===== src/rtl/keypad_pkg.sv =====
// rtl/keypad_pkg.sv - shared types, key map and helpers for the keypad scanner
package keypad_pkg;

  typedef enum logic [1:0] {
    SCAN     = 2'd0,
    DEBOUNCE = 2'd1,
    HELD     = 2'd2,
    RELEASE  = 2'd3
  } state_t;

  // Column drive while idle / in reset: column 0 pulled low.
  localparam logic [3:0] COL_RESET = 4'b1110;

  // Hex code per key, indexed [row][col].
  localparam logic [3:0] KEY_MAP [0:3][0:3] = '{
    '{4'h1, 4'h2, 4'h3, 4'hA},
    '{4'h4, 4'h5, 4'h6, 4'hB},
    '{4'h7, 4'h8, 4'h9, 4'hC},
    '{4'hE, 4'h0, 4'hF, 4'hD}
  };

  function automatic logic [3:0] key_lookup(input logic [1:0] row, input logic [1:0] col);
    return KEY_MAP[row][col];
  endfunction

  // Active-low column drive for a column index: the reset pattern rotated left.
  function automatic logic [3:0] col_drive(input logic [1:0] idx);
    logic [7:0] twice;
    twice = {COL_RESET, COL_RESET} << idx;
    return twice[7:4];
  endfunction

  // Lowest-index row that is pulled low; callers only use it when some row is low.
  function automatic logic [1:0] lowest_low_row(input logic [3:0] r);
    if (!r[0]) return 2'd0;
    else if (!r[1]) return 2'd1;
    else if (!r[2]) return 2'd2;
    else return 2'd3;
  endfunction

endpackage


===== src/rtl/keypad_sync.sv =====
// rtl/keypad_sync.sv - two-flop synchronizer for idle-high inputs
module keypad_sync #(
  parameter int WIDTH = 4
) (
  input  logic             clk,
  input  logic             reset,
  input  logic [WIDTH-1:0] d,
  output logic [WIDTH-1:0] q
);

  logic [WIDTH-1:0] meta;

  // Two flops; reset to all-ones so released keypad lines look idle.
  always_ff @(posedge clk) begin
    if (!reset) begin
      meta <= '1;
      q    <= '1;
    end else begin
      meta <= d;
      q    <= meta;
    end
  end

endmodule


===== src/rtl/keypad_scanner.sv =====
// rtl/keypad_scanner.sv - 4x4 keypad scanner with debounce (debounce stages enabled by KEYPAD_DEBOUNCE_EN)
module keypad_scanner
  import keypad_pkg::*;
#(
  parameter int SCAN_DIV        = 6000,
  parameter int DEBOUNCE_CYCLES = 120000
) (
  input  logic       clk,
  input  logic       reset,
  input  logic [3:0] rows,
  output logic [3:0] cols,
  output logic [3:0] key_code,
  output logic       key_valid,
  output logic       key_held
);

  localparam int SCAN_W = (SCAN_DIV > 1) ? $clog2(SCAN_DIV) : 1;
  localparam int DB_W   = (DEBOUNCE_CYCLES > 1) ? $clog2(DEBOUNCE_CYCLES) : 1;
  localparam logic [SCAN_W-1:0] SCAN_LAST = SCAN_W'(SCAN_DIV - 1);
  localparam logic [DB_W-1:0]   DB_LAST   = DB_W'(DEBOUNCE_CYCLES - 1);

  logic [3:0]        rows_s;
  state_t            state_q, state_d;
  logic [SCAN_W-1:0] scan_cnt_q, scan_cnt_d;
  logic [DB_W-1:0]   db_cnt_q, db_cnt_d;
  logic [1:0]        col_q, col_d;
  logic [1:0]        row_q, row_d;
  logic [3:0]        key_code_q, key_code_d;
  logic              key_valid_q, key_valid_d;
  logic              key_held_q, key_held_d;
  logic              row_high;

  keypad_sync #(.WIDTH(4)) u_sync (
    .clk   (clk),
    .reset (reset),
    .d     (rows),
    .q     (rows_s)
  );

  assign row_high  = rows_s[row_q];
  assign cols      = col_drive(col_q);
  assign key_code  = key_code_q;
  assign key_valid = key_valid_q;
  assign key_held  = key_held_q;

  // State, counters and output registers.
  always_ff @(posedge clk) begin
    if (!reset) begin
      state_q     <= SCAN;
      scan_cnt_q  <= '0;
      db_cnt_q    <= '0;
      col_q       <= 2'd0;
      row_q       <= 2'd0;
      key_code_q  <= 4'h0;
      key_valid_q <= 1'b0;
      key_held_q  <= 1'b0;
    end else begin
      state_q     <= state_d;
      scan_cnt_q  <= scan_cnt_d;
      db_cnt_q    <= db_cnt_d;
      col_q       <= col_d;
      row_q       <= row_d;
      key_code_q  <= key_code_d;
      key_valid_q <= key_valid_d;
      key_held_q  <= key_held_d;
    end
  end

  // Next-state logic: scan columns, qualify presses, hold, qualify releases.
  always_comb begin
    state_d     = state_q;
    scan_cnt_d  = scan_cnt_q;
    db_cnt_d    = db_cnt_q;
    col_d       = col_q;
    row_d       = row_q;
    key_code_d  = key_code_q;
    key_valid_d = 1'b0;
    key_held_d  = key_held_q;

    case (state_q)
      SCAN: begin
        if (scan_cnt_q == SCAN_LAST) begin
          scan_cnt_d = '0;
          if (rows_s != 4'hF) begin
            // Column index stays put, which freezes the drive on this column.
            row_d = lowest_low_row(rows_s);
`ifdef KEYPAD_DEBOUNCE_EN
            state_d  = DEBOUNCE;
            db_cnt_d = '0;
`else
            key_code_d  = key_lookup(lowest_low_row(rows_s), col_q);
            key_valid_d = 1'b1;
            key_held_d  = 1'b1;
            state_d     = HELD;
`endif
          end else begin
            col_d = col_q + 2'd1;
          end
        end else begin
          scan_cnt_d = scan_cnt_q + SCAN_W'(1);
        end
      end

      DEBOUNCE: begin
        if (row_high) begin
          state_d    = SCAN;
          col_d      = col_q + 2'd1;
          scan_cnt_d = '0;
        end else if (db_cnt_q == DB_LAST) begin
          key_code_d  = key_lookup(row_q, col_q);
          key_valid_d = 1'b1;
          key_held_d  = 1'b1;
          state_d     = HELD;
        end else begin
          db_cnt_d = db_cnt_q + DB_W'(1);
        end
      end

      HELD: begin
        if (row_high) begin
`ifdef KEYPAD_DEBOUNCE_EN
          state_d  = RELEASE;
          db_cnt_d = '0;
`else
          key_held_d = 1'b0;
          state_d    = SCAN;
          col_d      = col_q + 2'd1;
          scan_cnt_d = '0;
`endif
        end
      end

      RELEASE: begin
        if (!row_high) begin
          state_d = HELD;
        end else if (db_cnt_q == DB_LAST) begin
          key_held_d = 1'b0;
          state_d    = SCAN;
          col_d      = col_q + 2'd1;
          scan_cnt_d = '0;
        end else begin
          db_cnt_d = db_cnt_q + DB_W'(1);
        end
      end

      default: state_d = SCAN;
    endcase
  end

endmodule


===== config.mk =====
export PLATFORM = sky130hd
export DESIGN_NAME = keypad_scanner
export DESIGN_NICKNAME = d
export VERILOG_FILES = /design/src/rtl/keypad_pkg.sv /design/src/rtl/keypad_sync.sv /design/src/rtl/keypad_scanner.sv
export SDC_FILE = /design/constraint.sdc
export NUM_CORES = 1
export LEC_CHECK = 0
export ABC_AREA = 1
export BUFFER_PORTS_ARGS = -buffer_cell sky130_fd_sc_hd__buf_2
export CORE_MARGIN = 1.5
export CORE_UTILIZATION = 42
export DETAILED_ROUTE_END_ITERATION = 7
export GPL_TIMING_DRIVEN = 1
export SETUP_SLACK_MARGIN = 0.3
export SLEW_MARGIN = 25
export SYNTH_ARGS = -nofsm -noshare
export SYNTH_HDL_FRONTEND = slang
export SYNTH_HIERARCHICAL = 1
export SYNTH_SLANG_ARGS = --single-unit

===== constraint.sdc =====
create_clock -name clk -period 2.4 [get_ports clk]
set_input_delay 0.12 -clock clk [delete_from_list [all_inputs] [get_ports clk]]
set_output_delay 0.12 -clock clk [all_outputs]
set_load 0.05 [all_outputs]

# Yosys cells after proc, flatten, opt, wreduce, memory -nomap -nowiden
# Index checks and enable logic that the tools add are counted.
totals:
  register_bits: 50
  output_inout_bits: 10
op_classes:
  order_cmp: 4
  n_eq_ne: 17
  n_reduce_logical: 11
  n_bitwise: 3
  shifts: 1
  add_sub_neg: 3
  mux: 61
op_table:
  columns: ["op", "count"]
  rows:
  - ["binary-select mux 16 bit (select 2 bit)", 2]
  - ["two-way mux 16 bit", 4]
  - ["two-way mux 13 bit", 4]
  - ["two-way mux 17 bit", 3]
  - ["case mux 13 bit (3 select lines)", 1]
  - ["two-way mux 2 bit", 17]
  - ["case mux 17 bit (2 select lines)", 1]
  - ["two-way mux 4 bit", 8]
  - ["adder 17 x 1 -> 17 bit (second input constant)", 1]
  - ["== test 17 bit (second input constant)", 1]
  - ["binary-select mux 4 bit (select 2 bit)", 2]
  - ["inequality test 2 bit (second input constant)", 8]
  - ["AND reduction 5 bit", 3]
  - ["adder 13 x 1 -> 13 bit (second input constant)", 1]
  - ["== test 13 bit (second input constant)", 1]
  - ["two-way mux 1 bit", 13]
  - ["greater-or-equal comparator 3 bit (second input constant)", 3]
  - ["NOT 2 -> 3 bit", 3]
  - ["AND reduction 3 bit", 3]
  - ["case mux 2 bit (4 select lines)", 1]
  - ["case mux 4 bit (2 select lines)", 1]
  - ["left shift 8 x 2 -> 8 bit (first input constant)", 1]
  - ["AND reduction 7 bit", 1]
  - ["inequality test 3 bit (second input constant)", 2]
  - ["other kinds (13)", 15]

# Longest topological paths before layout
# Gate-level depths: netlist (run 1).
logic_depth:
  depth_word: 16
  mapped_depth: 9
  mapped_depth_nobuf: 9

# Modules after synthesis
# Netlist (run 1), hierarchy kept.
by_module_without_submodules:
  columns: ["module", "seq_area_each_um2", "instances", "area_per_inst_um2", "cells_each"]
  rows:
  - ["keypad_scanner", 460.4, 1, 1291.2, 192]
  - ["keypad_sync", 160.2, 1, 225.2, 25]

# Worst setup path before layout (run 1)
# No wires, ideal clock.
synth_timing:
  path_type: "register -> register"
  start: "register key_held (netlist name)"
  end: "register scan_cnt_q[10]"
  arrival_ns: 1.289
  path_buffers: 0
  required_ns: 2.285
  stages_incl_launch_ff: 6
  synth_period_minus_slack_ns: 1.404
  setup_time_ns: 0.115
  path_slack_ns: 0.996
  cell_sequence: "dfxtp_1 > inv_1 > nand3_1 > nand2_2 > nand2_1 > nor2_1"
synth_rtl:
  columns: ["element", "line", "text"]
  rows:
  - ["to (signal assigned)", "keypad_scanner.sv:59", "scan_cnt_q <= scan_cnt_d;"]
  - ["to (decl)", "keypad_scanner.sv:24", "logic [SCAN_W-1:0] scan_cnt_q, scan_cnt_d;"]

# Worst setup path after layout (run 1)
layout_timing:
  start: "register col_q[1]"
  end: "output cols[0]"
layout_between:
  elab_chain_len: 1
layout_lines:
  columns: ["element", "line", "text"]
  rows:
  - ["from (decl)", "keypad_scanner.sv:26", "logic [1:0] col_q, col_d;"]
  - ["from (signal assigned)", "keypad_scanner.sv:61", "col_q <= col_d;"]
  - ["left shift 8 x 2 -> 8 bit", "keypad_pkg.sv:29", "twice = {COL_RESET, COL_RESET} << idx;"]
  - ["to (decl)", "keypad_scanner.sv:11", "output logic [3:0] cols,"]
# Every way passes these cells.

==> impl_metrics.ini, run 1 <==
[global_routing]
grt_pass1_vias = 1309
gr-usage-met3_pct = 5.71
largest_net_degree_at_the_start_of_global_routing = 23
use_met2_pct = 25.3
globalRouteOverflowTotal = 0
global_route.usage.met1_pct = 23.1
grt_antenna_before_repair = 0
global_route.peak_usage_layer = met2
grt_first_pass_wirelength_um = 5500
gr-usage-all-layers_pct = 17.5

[pwr]
power_density_nw_per_um2 = 613
power.sequential.fraction_pct = 48.5
internal_power_mw = 0.870
design_power_total_mw = 1.10
power.clock.fraction_pct = 46.7
power_leakage_nw = 0.806
power.share.switching_pct = 20.6
irDropWorstVdd_mv = 0.244
switching_power_summed_over_all_nets_mw = 0.226
comb_power_share_pct = 4.8

[synthesis]
post_synth.cell_area_avg_um2 = 6.99
postSynthNetCount = 228
syn_area_um2 = 1520
synth_sequential_area_ratio_pct = 40.9
synthesized_netlist_cell_count = 217
ys_types = 24
yosys_warnings = 6
synth-seq-cells = 31

[sta]
layout_min_cycle_time_ps = 1560
rsz0062_at_grt = false
remaining_max_slew_budget_at_the_tightest_pin_pct = 73.7
fin_worst_skew_ps = 9.25
worst_pin_slew_ps = 395
clock.fmax_ghz = 0.641
finalCritPeriodShare_pct = 65.0
fin_setup_tns_ps = 0
final_max_slew_viol_count = 0
crit_path_setup_slack_layout_ps = 840
setup_violations = 0
final_hold_viol_count = 0

[floorplanning]
floorplan.die.width_um = 63.1
floorplan_die_area_um2 = 3980
chipHeight_um = 63.1
coreArea_um2 = 3390
rows = 21
starting_density_pct = 44.7
ios = 16

[final_layout]
share_of_final_layout_standard_cells_stronger_than_drive_strength_1_pct = 15.3
utilization_pct = 52.7
syn_to_final_growth_pct = 17.7
most_common_cell_after_layout_fill_and_taps_aside = nand2_1
num_antenna_cells = 0
mostFrequentLayoutCells = nand2_1, inv_1, dfxtp_1, nor2_1, o21ai_0
design.final.nets = 252
fin_cells = 288

[worst_setup_path]
crit_family = flip-flops
cpMostUsedCell = inv_1
startpoint_of_the_worst_setup_timing_path = col_q[1]
slowest_stage = dfxtp_1
timing.critical_path.cells = inv_1 -> ha_1 -> inv_1 -> buf_2
cp.required_ps = 2280
setup.worst_path.end_class = output port
arrival_ps = 1440
timing.setup.critical_path_class = register to output port
startpoint_type = register
worstReg2RegStart = scan_cnt_q[1]
critPathMaxFanout = 7
crit_path_max_incr_delay_ps = 450
cp_num_buf_inv = 3

[clocking]
htreeDepth = 2
post-cts-setup-buffers = 0
cts-hold-fix-buffers = 4
cts_tree = done
clock_insertion_delay_worst_skew_ps = 330
clock_edge_transition_at_the_registers_on_the_reported_setup_and_hold_paths_ps = 100
tritoncts_buffers = 5
numClockSinks = 31
number_of_gates_resized_after_cts = 0
clock_tree.root_cell = clkbuf_4
cts.path.max_buffers = 2

[worst_hold_path]
hold_path.startpoint = reset
hold_class = input port to register

[placement]
gpl.final_weighted_congestion = 0.791
place.detailed.instances = 276
post-place-ws_ps = 860
portBuffers = 15
dp.final_hpwl_um = 2080

[detailed_routing]
drc_errors = 0
wl_cell_um = 10.1
first_iter_violations = 77
routed-via-count = 1308
drt_wl_total_um = 2910
detail_route.vias_per_cell = 4.54
final_antenna_net_count = 0
detailedRoute.firstPassIterationCount = 4

[status]
run_status = completed

[run]
maxCapViolations = 0
kinds of logic after synthesis:
group | after synthesis | share of synthesized area (%)
and+or+nand+nor | 107 | 31.4
xor gates and xnor gates | 6 | 3.47
adders and majority gates | 5 | 4.13
AOI/OAI and AO/OA | 32 | 11.1
buffers and inverters | 36 | 8.99
DFF | 31 | 40.9
flip-flops by register name, summed over array words and instances (netlist names):
name	cells
key_held	1
key_code	4
u_sync/q	4
u_sync/meta	4
scan_cnt_q	13
col_q	2
key_valid	1
row_q	2
stage by stage:
stage	instance area (um^2)	hold WS [ps]
2_1_floorplan	1520	205
3_3_place_gp	1640	288
3_5_place_dp	1640	292
4_1_cts	1790	130
5_1_grt	1790	171
6_report	1790	146
power by group through the flow:
stage               clock, mW  sequential [mW]  combinational (mW)
floorplan                   0            0.542              0.0363
global placement            0            0.543              0.0473
detailed placement          0            0.544              0.0472
CTS                     0.526            0.532              0.0522
global route            0.542            0.534              0.0621
finish                  0.511            0.532              0.0524
final cells by class:
type | count | area (um^2)
Clock inverter | 3 | 67.6
Multi-Input combinational cell | 150 | 759
Clock buffer | 5 | 37.5
Sequential cell | 31 | 621
Inverter | 34 | 128
Fill cell | 333 | 1600
Timing Repair Buffer | 19 | 115
Tap cell | 46 | 57.6
worst register-to-register path, delay by kind of cell (launching register included):
kind / cells / cell delay (ps)
flops: 1 / 360
fa+ha+maj: 1 / 210
simple gates: 7 / 880
cell usage after synthesis (all sizes together):
library cell,n,area share [%]
nor3,2,0.99
o21ai,18,5.9
inv,34,8.4
o22ai,3,1.2
or2,1,0.41
dfxtp,31,41
nand4,3,1.2
xnor2,1,0.58
ha,5,4.1
a21oi,11,3.9
nor2,27,7.8
xor2,5,2.9
clkbuf,1,0.25
nand3,16,5.9
nand2,58,15
buf,1,0.33
path summary, 6_finish.rpt:
path	endpoint	slack [ps]	cells past startpoint
max	cols[0]	840	4
min	u_sync/meta[3]	150	2
max reg2reg	scan_cnt_q[10]	850	8
min reg2reg	u_sync/q[1]	410	2
layer usage:
layer  routed length, um  vias up  part of all wire, %
met1                1590      540                   54
li1                    -      735                    -
met2                1130       27                   39
met4                  57        0                  2.0
met3                 132        6                  4.5
met5                   0        -                    0
No activity file was read; power rests on OpenSTA's default activity.
==> run 2, diff against run 1 <==
--- a/config.mk
+++ b/config.mk
@@ -5,7 +5,7 @@
 export SDC_FILE = /design/constraint.sdc
 export NUM_CORES = 1
 export LEC_CHECK = 0
-export ABC_AREA = 1
+export ABC_AREA = 0
 export BUFFER_PORTS_ARGS = -buffer_cell sky130_fd_sc_hd__buf_2
 export CORE_MARGIN = 1.5
 export CORE_UTILIZATION = 42
==> constraint.sdc (replaced) <==
create_clock -name clk -period 1.3 [get_ports clk]
set_input_delay 0.065 -clock clk [delete_from_list [all_inputs] [get_ports clk]]
set_output_delay 0.065 -clock clk [all_outputs]
set_load 0.05 [all_outputs]
==> impl_metrics.ini, run 2 <==
[status]
run_status = finished with violations
failed_checks = setup timing

[sta]
crit_path_setup_slack_layout_ps = -723
final_hold_viol_count = 0
final_max_slew_viol_count = 0
setup_violations = 25
fin_setup_tns_ps = -14800
layout_min_cycle_time_ps = 2020
finalCritPeriodShare_pct = 156
fin_worst_skew_ps = 12.2
remaining_max_slew_budget_at_the_tightest_pin_pct = 61.8
worst_pin_slew_ps = 567
clock.fmax_ghz = 0.494
whs_ps = 138
rsz0062_at_grt = true

[clocking]
htreeDepth = 2
clock_edge_transition_at_the_registers_on_the_reported_setup_and_hold_paths_ps = 100
clock_tree.root_cell = clkbuf_4
numClockSinks = 31
cts_tree = done
clock_insertion_delay_worst_skew_ps = 330
tritoncts_buffers = 5
cts.path.max_buffers = 2

[detailed_routing]
routed-via-count = 1560
wl_cell_um = 15.0
drc_errors = 0
detail_route.vias_per_cell = 5.51
final_antenna_net_count = 0
drt_wl_total_um = 4240
first_iter_violations = 108
detailedRoute.firstPassIterationCount = 5

[final_layout]
fin_cells = 283
combined_flip_flop_and_latch_cell_area_um2 = 626
design.final.nets = 247
multiInputGateArea_um2 = 956
syn_to_final_growth_pct = 53.4
num_antenna_cells = 0
final_design_area_no_fill_um2 = 2330
share_of_final_layout_standard_cells_stronger_than_drive_strength_1_pct = 39.7
num-fill-cells = 278
utilization_pct = 68.3
largest_reg_flops = 13
max_flop_register = scan_cnt_q
most_common_cell_after_layout_fill_and_taps_aside = buf_4
mostFrequentLayoutCells = buf_4, dfxtp_1, nand2_1, nand2b_1, a31oi_1

[worst_setup_path]
cp_num_buf_inv = 0
setup.reg_to_reg.worst_slack_ps = -720
crit_path_max_incr_delay_ps = 520
startpoint_type = register
timing.setup.critical_path_class = register to register
crit_family = simple AND/OR/NAND/NOR gates
slowest_stage = or4b_4
critPathMaxFanout = 6
arrival_ps = 2290
timing.critical_path.cells = or4b_4 -> or4_4 -> or4_1 -> a21oi_1
cp.required_ps = 1560
setup.worst_path.end_class = register

[placement]
portBuffers = 15
place.detailed.instances = 265
post-place-ws_ps = -784
dp.final_hpwl_um = 2790
placement.cell_area_um2 = 1920
gpl.final_weighted_congestion = 0.869

[floorplanning]
coreArea_um2 = 3420
starting_density_pct = 44.5
ios = 16
floorplan.die.width_um = 63.2
rows = 21
chipHeight_um = 63.2
floorplan_die_area_um2 = 3990

[synthesis]
synth-edff-count = 0
ys.flop_type = dfxtp_1
syn_area_um2 = 1520
synth_sequential_area_ratio_pct = 40.8
postSynthNetCount = 187
synth_top_area_share_pct = 40.8
post_synth_main_area_contributors = dfxtp_1, nand2_1, a31oi_1, nand2b_1, ha_1
post_synth.cell_area_avg_um2 = 8.64
yosys_warnings = 6
synth-seq-cells = 31
synthesized_netlist_cell_count = 176
ys_types = 42
postSynth.asyncResetShare_pct = 0
synth_most_common_cell = dfxtp_1
netlist.top_cell.by_area = dfxtp_1
ys_top_cells_by_count = dfxtp_1, nand2_1, a31oi_1, nand2b_1, inv_1

[global_routing]
grt_antenna_before_repair = 0
largest_net_degree_at_the_start_of_global_routing = 17
grt_pass1_vias = 1589
globalRouteOverflowTotal = 0
gr-usage-all-layers_pct = 22.7
grt_first_pass_wirelength_um = 7160

[pwr]
design_power_total_mw = 1.87
power_density_nw_per_um2 = 801
irDropWorstVdd_mv = 0.591
power_leakage_nw = 0.916

[run]
maxCapViolations = 0

[worst_hold_path]
hold_class = input port to register
-- run 2: changes by cell type in the layout (fill, tap and decap cells not counted), sizes merged, moves of 12 or more --
cell	previous run	this run
nand2	58	21
nand3	16	4
nor2	27	5
a31oi	0	12
inv	34	7
buf	15	57
-- run 2: report_power, final --
part,internal (mW),switching [mW],leakage (nW)
logic,0.112,0.118,0.623
clock network,0.318,0.320,0.0386
registers,0.984,0.0167,0.255
total,1.41,0.456,0.916
-- run 2: what timing repair did --
item	in CTS	in global routing
setup buffers	4	1
setup endpoints to repair	31	30
pin swaps	4	4
resized for setup	38	17
gates cloned	1	0
hold buffers	4	0
hold endpoints to repair	4	0
-- run 2: cell families (layout without fill, tap and decap cells) --
family          after synthesis  after routing  share of synthesized area (%)
simple gates                 67             67                           24.3
flops                        31             31                           40.8
buf+inv                      20             81                           5.18
xor+xnor                      4              4                           2.30
fa+ha+maj                     5              5                           4.11
mux                           3              3                           2.80
compound gates               46             46                           20.5
-- run 2: layout make-up --
class                   count  area share [%]
repair buffers             63            24.5
inverters                  10            2.31
flip-flops and latches     31            26.8
well taps                  46            2.47
clock buffers               8            2.95
multi-input cells         125            41.0
-- run 2: final timing paths --
path,startpoint,endpoint,cells after the start
setup / recovery,scan_cnt_q[4],key_code[0],4
hold / removal,reset,u_sync/meta[0],3
setup reg to reg,scan_cnt_q[4],key_code[0],4
hold reg to reg,u_sync/meta[1],u_sync/q[1],1
-- run 2: worst min-delay path, stage by stage --
cell and delay, ps:
buf_2 110, buf_4 180, nand2b_1 70
-- run 2: per-layer routing --
layer	track usage, %	share of wire (%)
met5	0	0
met3	4.29	4.5
met2	38.4	50
met4	9.24	1.4
met1	28.2	44
==> run 3, diff against run 2 <==
==> constraint.sdc (replaced) <==
create_clock -name clk -period 2 [get_ports clk]
set_input_delay 0.1 -clock clk [delete_from_list [all_inputs] [get_ports clk]]
set_output_delay 0.1 -clock clk [all_outputs]
set_load 0.05 [all_outputs]
==> impl_metrics.ini, run 3 (synthesis results as in run 2) <==
[worst_setup_path]
timing.setup.critical_path_class = register to register
cpMostUsedCell = or4_4
cp.required_ps = 2280
arrival_ps = 2250
crit_path_max_incr_delay_ps = 500
slowest_stage = or4b_1
critPathMaxFanout = 5
setup.worst_path.end_class = register
timing.critical_path.cells = or4b_1 -> or4_4 -> or4_4 -> a21oi_2
startpoint_type = register

[detailed_routing]
final_antenna_net_count = 0
wl_cell_um = 13.4
detailedRoute.firstPassIterationCount = 4
detail_route.vias_per_cell = 5.52
drt_wl_total_um = 3380
first_iter_violations = 142
drc_errors = 0
routed-via-count = 1390

[sta]
fin_worst_skew_ps = 10.2
remaining_max_slew_budget_at_the_tightest_pin_pct = 62.2
rsz0062_at_grt = true
finalCritPeriodShare_pct = 98.8
worst_pin_slew_ps = 564
final_max_slew_viol_count = 0
setup_violations = 0
final_hold_viol_count = 0
layout_min_cycle_time_ps = 1980
crit_path_setup_slack_layout_ps = 24.8
clock.fmax_ghz = 0.506

[pwr]
power.sequential.fraction_pct = 56.9
power_density_nw_per_um2 = 629
internal_power_mw = 0.890
switching_power_summed_over_all_nets_mw = 0.284
comb_power_share_pct = 7.6
power.clock.fraction_pct = 35.5
power.share.switching_pct = 24.2
power_leakage_nw = 0.724
irDropWorstVdd_mv = 0.426

[global_routing]
grt_antenna_before_repair = 0
grt_pass1_vias = 1336
globalRouteOverflowTotal = 0
largest_net_degree_at_the_start_of_global_routing = 17
gr-usage-all-layers_pct = 18.8
grt_first_pass_wirelength_um = 5980

[placement]
dp.final_hpwl_um = 2320
gpl.final_weighted_congestion = 0.799
post-place-ws_ps = -52.7
portBuffers = 15

[clocking]
clock_insertion_delay_worst_skew_ps = 330
clock_tree.root_cell = clkbuf_4
cts.path.max_buffers = 2
htreeDepth = 2
clock_edge_transition_at_the_registers_on_the_reported_setup_and_hold_paths_ps = 90
tritoncts_buffers = 5
numClockSinks = 31
cts_tree = done

[final_layout]
max_flop_register = scan_cnt_q
most_common_cell_after_layout_fill_and_taps_aside = dfxtp_1
design.final.nets = 216
syn_to_final_growth_pct = 22.7
num-fill-cells = 322
utilization_pct = 54.7
num_antenna_cells = 0
mostFrequentLayoutCells = dfxtp_1, nand2_1, buf_2, a31oi_1, nand2b_1
largest_reg_flops = 13
share_of_final_layout_standard_cells_stronger_than_drive_strength_1_pct = 23.8

[run]
maxCapViolations = 0

[floorplanning]
rows = 21
chipHeight_um = 63.2
coreArea_um2 = 3420
starting_density_pct = 44.5
floorplan.die.width_um = 63.2
ios = 16
floorplan_die_area_um2 = 3990

[worst_hold_path]
hold_class = input port to register

[status]
run_status = completed
-- run 3: changes by cell type in the layout (fill, tap and decap cells not counted), moves of 2 or more --
| cell | delta |
|---|---|
| a31oi_1 | +4 |
| a31oi_4 | -3 |
| buf_2 | +10 |
| buf_4 | -31 |
| buf_8 | -6 |
| clkinvlp_4 | -3 |
| ha_1 | +3 |
| ha_4 | -4 |
| inv_1 | +6 |
| inv_2 | -2 |
| o21ai_1 | -2 |
-- run 3: final cells by class --
cell class | count | area (um^2) | share of cell area [%]
Tap cell | 46 | 57.6 | 3.08
Multi-Input combinational cell | 125 | 851 | 45.6
Clock buffer | 8 | 68.8 | 3.69
Timing Repair Buffer | 32 | 228 | 12.2
Inverter | 10 | 37.5 | 2.01
Sequential cell | 31 | 624 | 33.4
-- run 3: stage by stage --
| stage | cell area [um^2] | hold WS [ps] | std cells | setup TNS, ps | total power, mW |
|---|---|---|---|---|---|
| 6_report | 1870 | 92.9 | 252 | 0 | 1.17 |
| 5_1_grt | 1870 | 101 | 252 | -140 | 1.23 |
| 4_1_cts | 1840 | 94.7 | 252 | -156 | 1.18 |
| 3_5_place_dp | 1700 | 282 | 238 | -248 | 0.762 |
| 3_3_place_gp | 1700 | 281 | 238 | -48.5 | 0.756 |
| 2_1_floorplan | 1540 | 173 | 176 | 0 | 0.733 |
-- run 3: layer usage --
| layer | track usage [%] | share of wire (%) |
|---|---|---|
| met3 | 4.82 | 4.1 |
| met1 | 22.6 | 46 |
| met4 | 6.52 | 1.5 |
| met2 | 32.4 | 48 |
| met5 | 0 | 0 |
-- run 3: power groups by stage --
stage | clock (mW) | sequential [mW] | combinational [mW]
2_1_floorplan | 0 | 0.673 | 0.0601
3_3_place_gp | 0 | 0.679 | 0.0772
3_5_place_dp | 0 | 0.680 | 0.0815
4_1_cts | 0.426 | 0.666 | 0.0877
5_1_grt | 0.456 | 0.672 | 0.102
6_report | 0.417 | 0.668 | 0.0895
-- run 3: path summary, 6_finish.rpt --
path	slack [ps]	depth (start not counted)	startpoint	to
max	20	4	scan_cnt_q[4]	key_code[0]
min	90	2	reset	u_sync/meta[3]
max reg2reg	20	4	scan_cnt_q[4]	key_code[0]
min reg2reg	410	1	u_sync/meta[3]	u_sync/q[3]
-- run 3: critical path, delay by kind of cell (launching register included) --
family	cells	cell delay, ps
simple gates	3	1470
flops	1	330
compound gates	1	110
-- run 3: what timing repair did --
| item | in CTS | in global routing |
|---|---|---|
| pin swaps | 8 | 2 |
| endpoints found under the hold margin | 4 | 0 |
| hold buffers | 4 | 0 |
| buffers inserted | 2 | 0 |
| setup endpoints to repair | 23 | 24 |
| cloned | 0 | 0 |
| gates resized for setup | 5 | 8 |
